`src/rtl/in_buffer_nxm_skew.sv`:
```
// Row buffer for the west edge of an N-lane systolic array: packs N elements per row, holds up to M rows, and drains one row per read.
// A read presents its row one edge later; in_ready=!full stalls writes. `SYSTOLIC_IN_SKEW_EN adds j register stages on lane j.
module in_buffer_nxm_skew #(
  parameter int DATA_WIDTH = 16,
  parameter int D_2_W      = 2*DATA_WIDTH,
  parameter int N          = 4,
  parameter int M          = 7,
  parameter int CW         = $clog2(M+1)
) (
  input  logic                 clk,
  input  logic                 rst,
  input  logic                 flush,
  input  logic                 in_valid,
  input  logic [D_2_W-1:0]     in,
  output logic                 in_ready,
  input  logic                 read,
  output logic [N*D_2_W-1:0]   out,
  output logic [N-1:0]         out_valid,
  output logic                 full,
  output logic                 empty,
  output logic [CW-1:0]        row_count
);

  localparam int RW = (M > 1) ? $clog2(M) : 1;
  localparam int LW = (N > 1) ? $clog2(N) : 1;

  logic [D_2_W-1:0]   mem [M][N];
  logic [RW-1:0]      wr_row;
  logic [RW-1:0]      rd_row;
  logic [LW-1:0]      wr_lane;
  logic [N*D_2_W-1:0] rd_dat;
  logic [N*D_2_W-1:0] out_q;
  logic               vld_q;
  logic               wr_acc;
  logic               rd_acc;
  logic               commit;

  assign full     = (row_count == CW'(M));
  assign empty    = (row_count == '0);
  assign in_ready = !full;
  assign wr_acc   = in_valid && in_ready;
  assign rd_acc   = read && !empty;
  assign commit   = wr_acc && (wr_lane == LW'(N-1));

  always_comb begin
    rd_dat = '0;
    for (int j = 0; j < N; j++) begin
      rd_dat[j*D_2_W +: D_2_W] = mem[rd_row][j];
    end
  end

  // Storage carries no reset; only committed rows are ever read.
  always_ff @(posedge clk) begin
    if (wr_acc && !flush) begin
      mem[wr_row][wr_lane] <= in;
    end
  end

  always_ff @(posedge clk or posedge rst) begin
    if (rst) begin
      wr_row    <= '0;
      wr_lane   <= '0;
      rd_row    <= '0;
      row_count <= '0;
    end else if (flush) begin
      wr_row    <= '0;
      wr_lane   <= '0;
      rd_row    <= '0;
      row_count <= '0;
    end else begin
      if (wr_acc) begin
        if (commit) begin
          wr_lane <= '0;
          wr_row  <= (wr_row == RW'(M-1)) ? '0 : wr_row + 1'b1;
        end else begin
          wr_lane <= wr_lane + 1'b1;
        end
      end
      if (rd_acc) begin
        rd_row <= (rd_row == RW'(M-1)) ? '0 : rd_row + 1'b1;
      end
      if (commit && !rd_acc) begin
        row_count <= row_count + 1'b1;
      end else if (!commit && rd_acc) begin
        row_count <= row_count - 1'b1;
      end
    end
  end

  // Output register holds its data through idle cycles and flush.
  always_ff @(posedge clk or posedge rst) begin
    if (rst) begin
      out_q <= '0;
      vld_q <= 1'b0;
    end else begin
      vld_q <= rd_acc && !flush;
      if (rd_acc && !flush) begin
        out_q <= rd_dat;
      end
    end
  end

`ifdef SYSTOLIC_IN_SKEW_EN
  assign out[0 +: D_2_W] = out_q[0 +: D_2_W];
  assign out_valid[0]    = vld_q;

  for (genvar j = 1; j < N; j++) begin : g_skew
    logic [D_2_W-1:0] sk_dat [j];
    logic             sk_vld [j];

    always_ff @(posedge clk or posedge rst) begin
      if (rst) begin
        for (int k = 0; k < j; k++) begin
          sk_dat[k] <= '0;
          sk_vld[k] <= 1'b0;
        end
      end else begin
        sk_dat[0] <= out_q[j*D_2_W +: D_2_W];
        sk_vld[0] <= vld_q && !flush;
        for (int k = 1; k < j; k++) begin
          sk_dat[k] <= sk_dat[k-1];
          sk_vld[k] <= sk_vld[k-1] && !flush;
        end
      end
    end

    assign out[j*D_2_W +: D_2_W] = sk_dat[j-1];
    assign out_valid[j]          = sk_vld[j-1];
  end
`else
  assign out       = out_q;
  assign out_valid = {N{vld_q}};
`endif

endmodule

```
`config.mk`:
```
export PLATFORM = sky130hd
export DESIGN_NAME = in_buffer_nxm_skew
export DESIGN_NICKNAME = d
export VERILOG_FILES = /design/src/rtl/in_buffer_nxm_skew.sv
export SDC_FILE = /design/constraint.sdc
export NUM_CORES = 1
export LEC_CHECK = 0
export BUFFER_PORTS_ARGS = -buffer_cell sky130_fd_sc_hd__buf_2
export CAP_MARGIN = 20
export CORE_MARGIN = 3
export CORE_UTILIZATION = 30
export DETAILED_ROUTE_END_ITERATION = 16
export PLACE_DENSITY_LB_ADDON = 0.08
export SKIP_LAST_GASP = 1
export SLEW_MARGIN = 20
export SYNTH_ARGS = -nofsm -noshare
export SYNTH_HDL_FRONTEND = slang
export SYNTH_SLANG_ARGS = --single-unit
```
`constraint.sdc`:
```
create_clock -name clk -period 3.7 [get_ports clk]
set_input_delay 0.185 -clock clk [delete_from_list [all_inputs] [get_ports clk]]
set_output_delay 0.185 -clock clk [all_outputs]
set_load 0.02 [all_outputs]
```
==> results.py <==
metrics = {
    "worst_setup_path": {
        "path_buf_inv": 1,
        "worstSetupPathType": "flip-flop to flip-flop",
        "timing.rr.end": "mem[3][29]",
        "critPathTopFamily": "simple AND/OR/NAND/NOR gates",
        "setup.worst_path.start_class": "flip-flop",
        "worst_ep_required_time_ns": 4.11,
        "worstPathMaxFanout": 18,
        "reg2reg_slack_ns": 0.76,
        "rr_worst_depth": 5,
        "worstSetupEndpointType": "flip-flop",
        "slowest_delay_ns": 0.71,
        "crit_chain": "nand3_2 > and3b_1 > nand2_1 > nor2_4 > buf_4",
        "worstPathArrival_ns": 3.35,
        "cpMaxStageDelayCell": "nor2_4",
        "r2r_start": "row_count[1]",
    },
    "logic_synthesis": {
        "synth_warnings": 0,
        "syn_nets": 2211,
        "synthXorXnorAreaFrac_pct": 0.0634,
        "synth_fa_ha_area_share_pct": 0.178,
        "synth_cell_type_count": 40,
        "synthMuxAreaShare_pct": 10.7,
        "async_flop_share_pct": 13.5,
        "synthTopCellsByArea": "edfxtp_1, dfrtp_1, mux4_2",
        "seq_area_frac_synth_pct": 77.1,
        "synth_top_area_share_pct": 68.2,
        "synth_top_family_by_area": "multiplexers",
        "synth_most_common_cell": "edfxtp_1",
        "synth_cells": 2169,
        "syn_area_per_cell_um2": 18.2,
        "yosys.area.top_type": "edfxtp_1",
        "synth_area_mm2": 0.0394,
        "ys.flop_type": "edfxtp_1",
        "synth-seq-cells": 1036,
        "synth_compound_area_share_pct": 4.71,
        "ys_top_cells_by_count": "edfxtp_1, nor2_1, dfrtp_1",
        "synth-simple-area-share_pct": 5.25,
        "synth-edff-count": 896,
    },
    "sta": {
        "setup_ws_ns": 0.760,
        "timing.final.crit_share_pct": 79.5,
        "period_minus_slack_ns": 2.94,
        "max_slew_margin_pct": 33.1,
        "drv_slew": 0,
        "skew_ns": 0.0296,
        "hold_viol": 0,
        "clock.fmax_ghz": 0.340,
        "finalSetupViolCount": 0,
        "tightest_slew_ns": 1.00,
        "fin_setup_tns_ns": 0,
        "rsz0062_at_grt": "false",
    },
    "placement": {
        "place.port_buffers": 174,
        "gp_congestion": 0.707,
        "post-dp-hpwl_um": 66800,
        "dp_slack_ns": 0.734,
    },
    "cts": {
        "clock_tree.root_cell": "clkbuf_16",
        "tritoncts": "yes",
        "insertion_delay_ns": 0.72,
        "cts_buffers": 117,
        "postCtsSetupRepairBufs": 0,
        "clock_tree.buffer_depth": 3,
        "cts.sinks": 1036,
        "clk_pin_slew_ns": 0.06,
        "htreeDepth": 3,
    },
    "hold_path": {
        "hold_depth": 1,
        "holdCritPathClass": "input port to flip-flop",
        "min_to": "mem[3][1]",
        "hp-start": "in[1]",
    },
    "run_status": {
        "outcome": "complete, no violations",
    },
    "pwr": {
        "pwr-share-comb_pct": 19.8,
        "p_seq_share_pct": 44.5,
        "clkPwrFrac_pct": 35.7,
        "p_sw_uw": 9410,
        "switching_share_pct": 29.2,
        "p_leak_uw": 0.0152,
        "powerDensity_mw_per_mm2": 687,
        "cell_internal_pwr_uw": 22800,
        "ir_drop_uv": 346,
    },
    "global_route": {
        "antenna_found_initial": 13,
        "grt_pass1_wl_um": 160000,
        "first_global_vias": 21100,
        "grt_overflow": 0,
        "gr-usage-all-layers_pct": 16.5,
        "grt_max_degree": 97,
    },
    "detailed_routing": {
        "wire_per_inst_um": 26.3,
        "drtIter0Drc": 1690,
        "via_count": 20400,
        "vias_per_cell": 4.80,
        "antenna_left": 0,
        "wl_um": 112000,
        "firstDrtPassIters": 9,
        "route.detailed.drc": 0,
    },
    "floorplanning": {
        "initial_core_util_pct": 30.3,
        "die-area_mm2": 0.136,
        "fp.dieW_um": 369,
        "ios": 175,
        "coreArea_mm2": 0.130,
        "die_h_um": 369,
        "rows": 132,
    },
    "layout": {
        "syn2layout_area_growth_pct": 18.7,
        "finalCoreUtilization_pct": 36.0,
        "drive_above_1_share_pct": 23.7,
        "nNetsFinal": 2447,
    },
    "flow_run": {
        "cap_violations": 0,
    },
}
## worst register-to-register path: stages (launching register included)
cell and delay, ns:
dfrtp_1 0.47, nand3_2 0.27, and3b_1 0.41, nand2_1 0.48
nor2_4 0.71, buf_4 0.30
## cell type report
type                    count  area, um^2
diodes                      6        15.0
clock buffers             152        3190
clock inverters            68         624
fillers                 12200       83200
inverters                   8        41.3
multi-input cells         988        8440
flip-flops and latches   1036       30400
well taps                1742        2180
repair buffers            254        1910
## layer usage
layer  global-route usage, %  share of wire [%]  up-vias
li1                        -                  -     9003
met1                    23.1                 46    10800
met2                    26.9                 48      451
met3                    2.34                4.4      141
met4                    4.34                1.9        0
met5                       0                  0        -
## placed cells by master, fill, tap and decap left out, types with 29 or more instances in the layout
master     instances
dfrtp_1          137
o211ai_1         128
buf_4             40
nor2_1           139
buf_2            174
a31oi_1          128
clkbuf_16        118
edfxtp_1         896
nor2_4            29
nand2b_1         128
nand2_1          137
mux4_2           128
buf_12            34
mux2i_1          129
## worst max-delay path by stage
stage                       from    endpoint  slack [ns]  cells after the start
floorplan           row_count[2]  mem[3][32]        0.77                      4
global placement    row_count[2]  mem[3][23]        0.76                      5
detailed placement  row_count[2]  mem[3][30]        0.73                      5
CTS                 row_count[1]  mem[3][30]        0.70                      5
global route        row_count[2]  mem[3][24]        0.59                      5
finish              row_count[1]  mem[3][29]        0.76                      5
## kinds of logic after synthesis
group | Yosys count
compound gates | 270
buf+inv | 145
flops | 1036
mux | 260
xor+xnor | 2
simple gates | 451
fa+ha+maj | 5
## power groups by stage
| stage | Sequential, uW | Clock (uW) | Combinational (uW) |
|---|---|---|---|
| after floorplan | 15000 | 0 | 3560 |
| after global placement | 14600 | 0 | 6570 |
| after detailed placement | 14600 | 0 | 6550 |
| after CTS | 14400 | 11800 | 6590 |
| after global routing | 14400 | 12300 | 6980 |
| final | 14300 | 11500 | 6380 |
## flip-flops by register name (all words and copies together) (netlist names)
signal,cells
vld_q,1
rd_row,3
out,128
wr_row,3
wr_lane,2
mem,896
row_count,3
## metrics by stage
stage / instance area (um^2) / hold slack [ns] / power [uW] / instances
floorplan: 39400 / 0.284 / 18600 / 2169
detailed placement: 42900 / 0.404 / 21200 / 4022
global route: 46800 / 0.0860 / 33700 / 4248
finish: 46800 / 0.0823 / 32200 / 4254
global placement: 42900 / 0.417 / 21200 / 4022
CTS: 46800 / 0.0446 / 32800 / 4248
## timing repair
item                      CTS  global route
hold buffers                6             0
hold endpoints to repair   31             0
gates resized for setup     0             0
(Power assumes the default switching activity.)
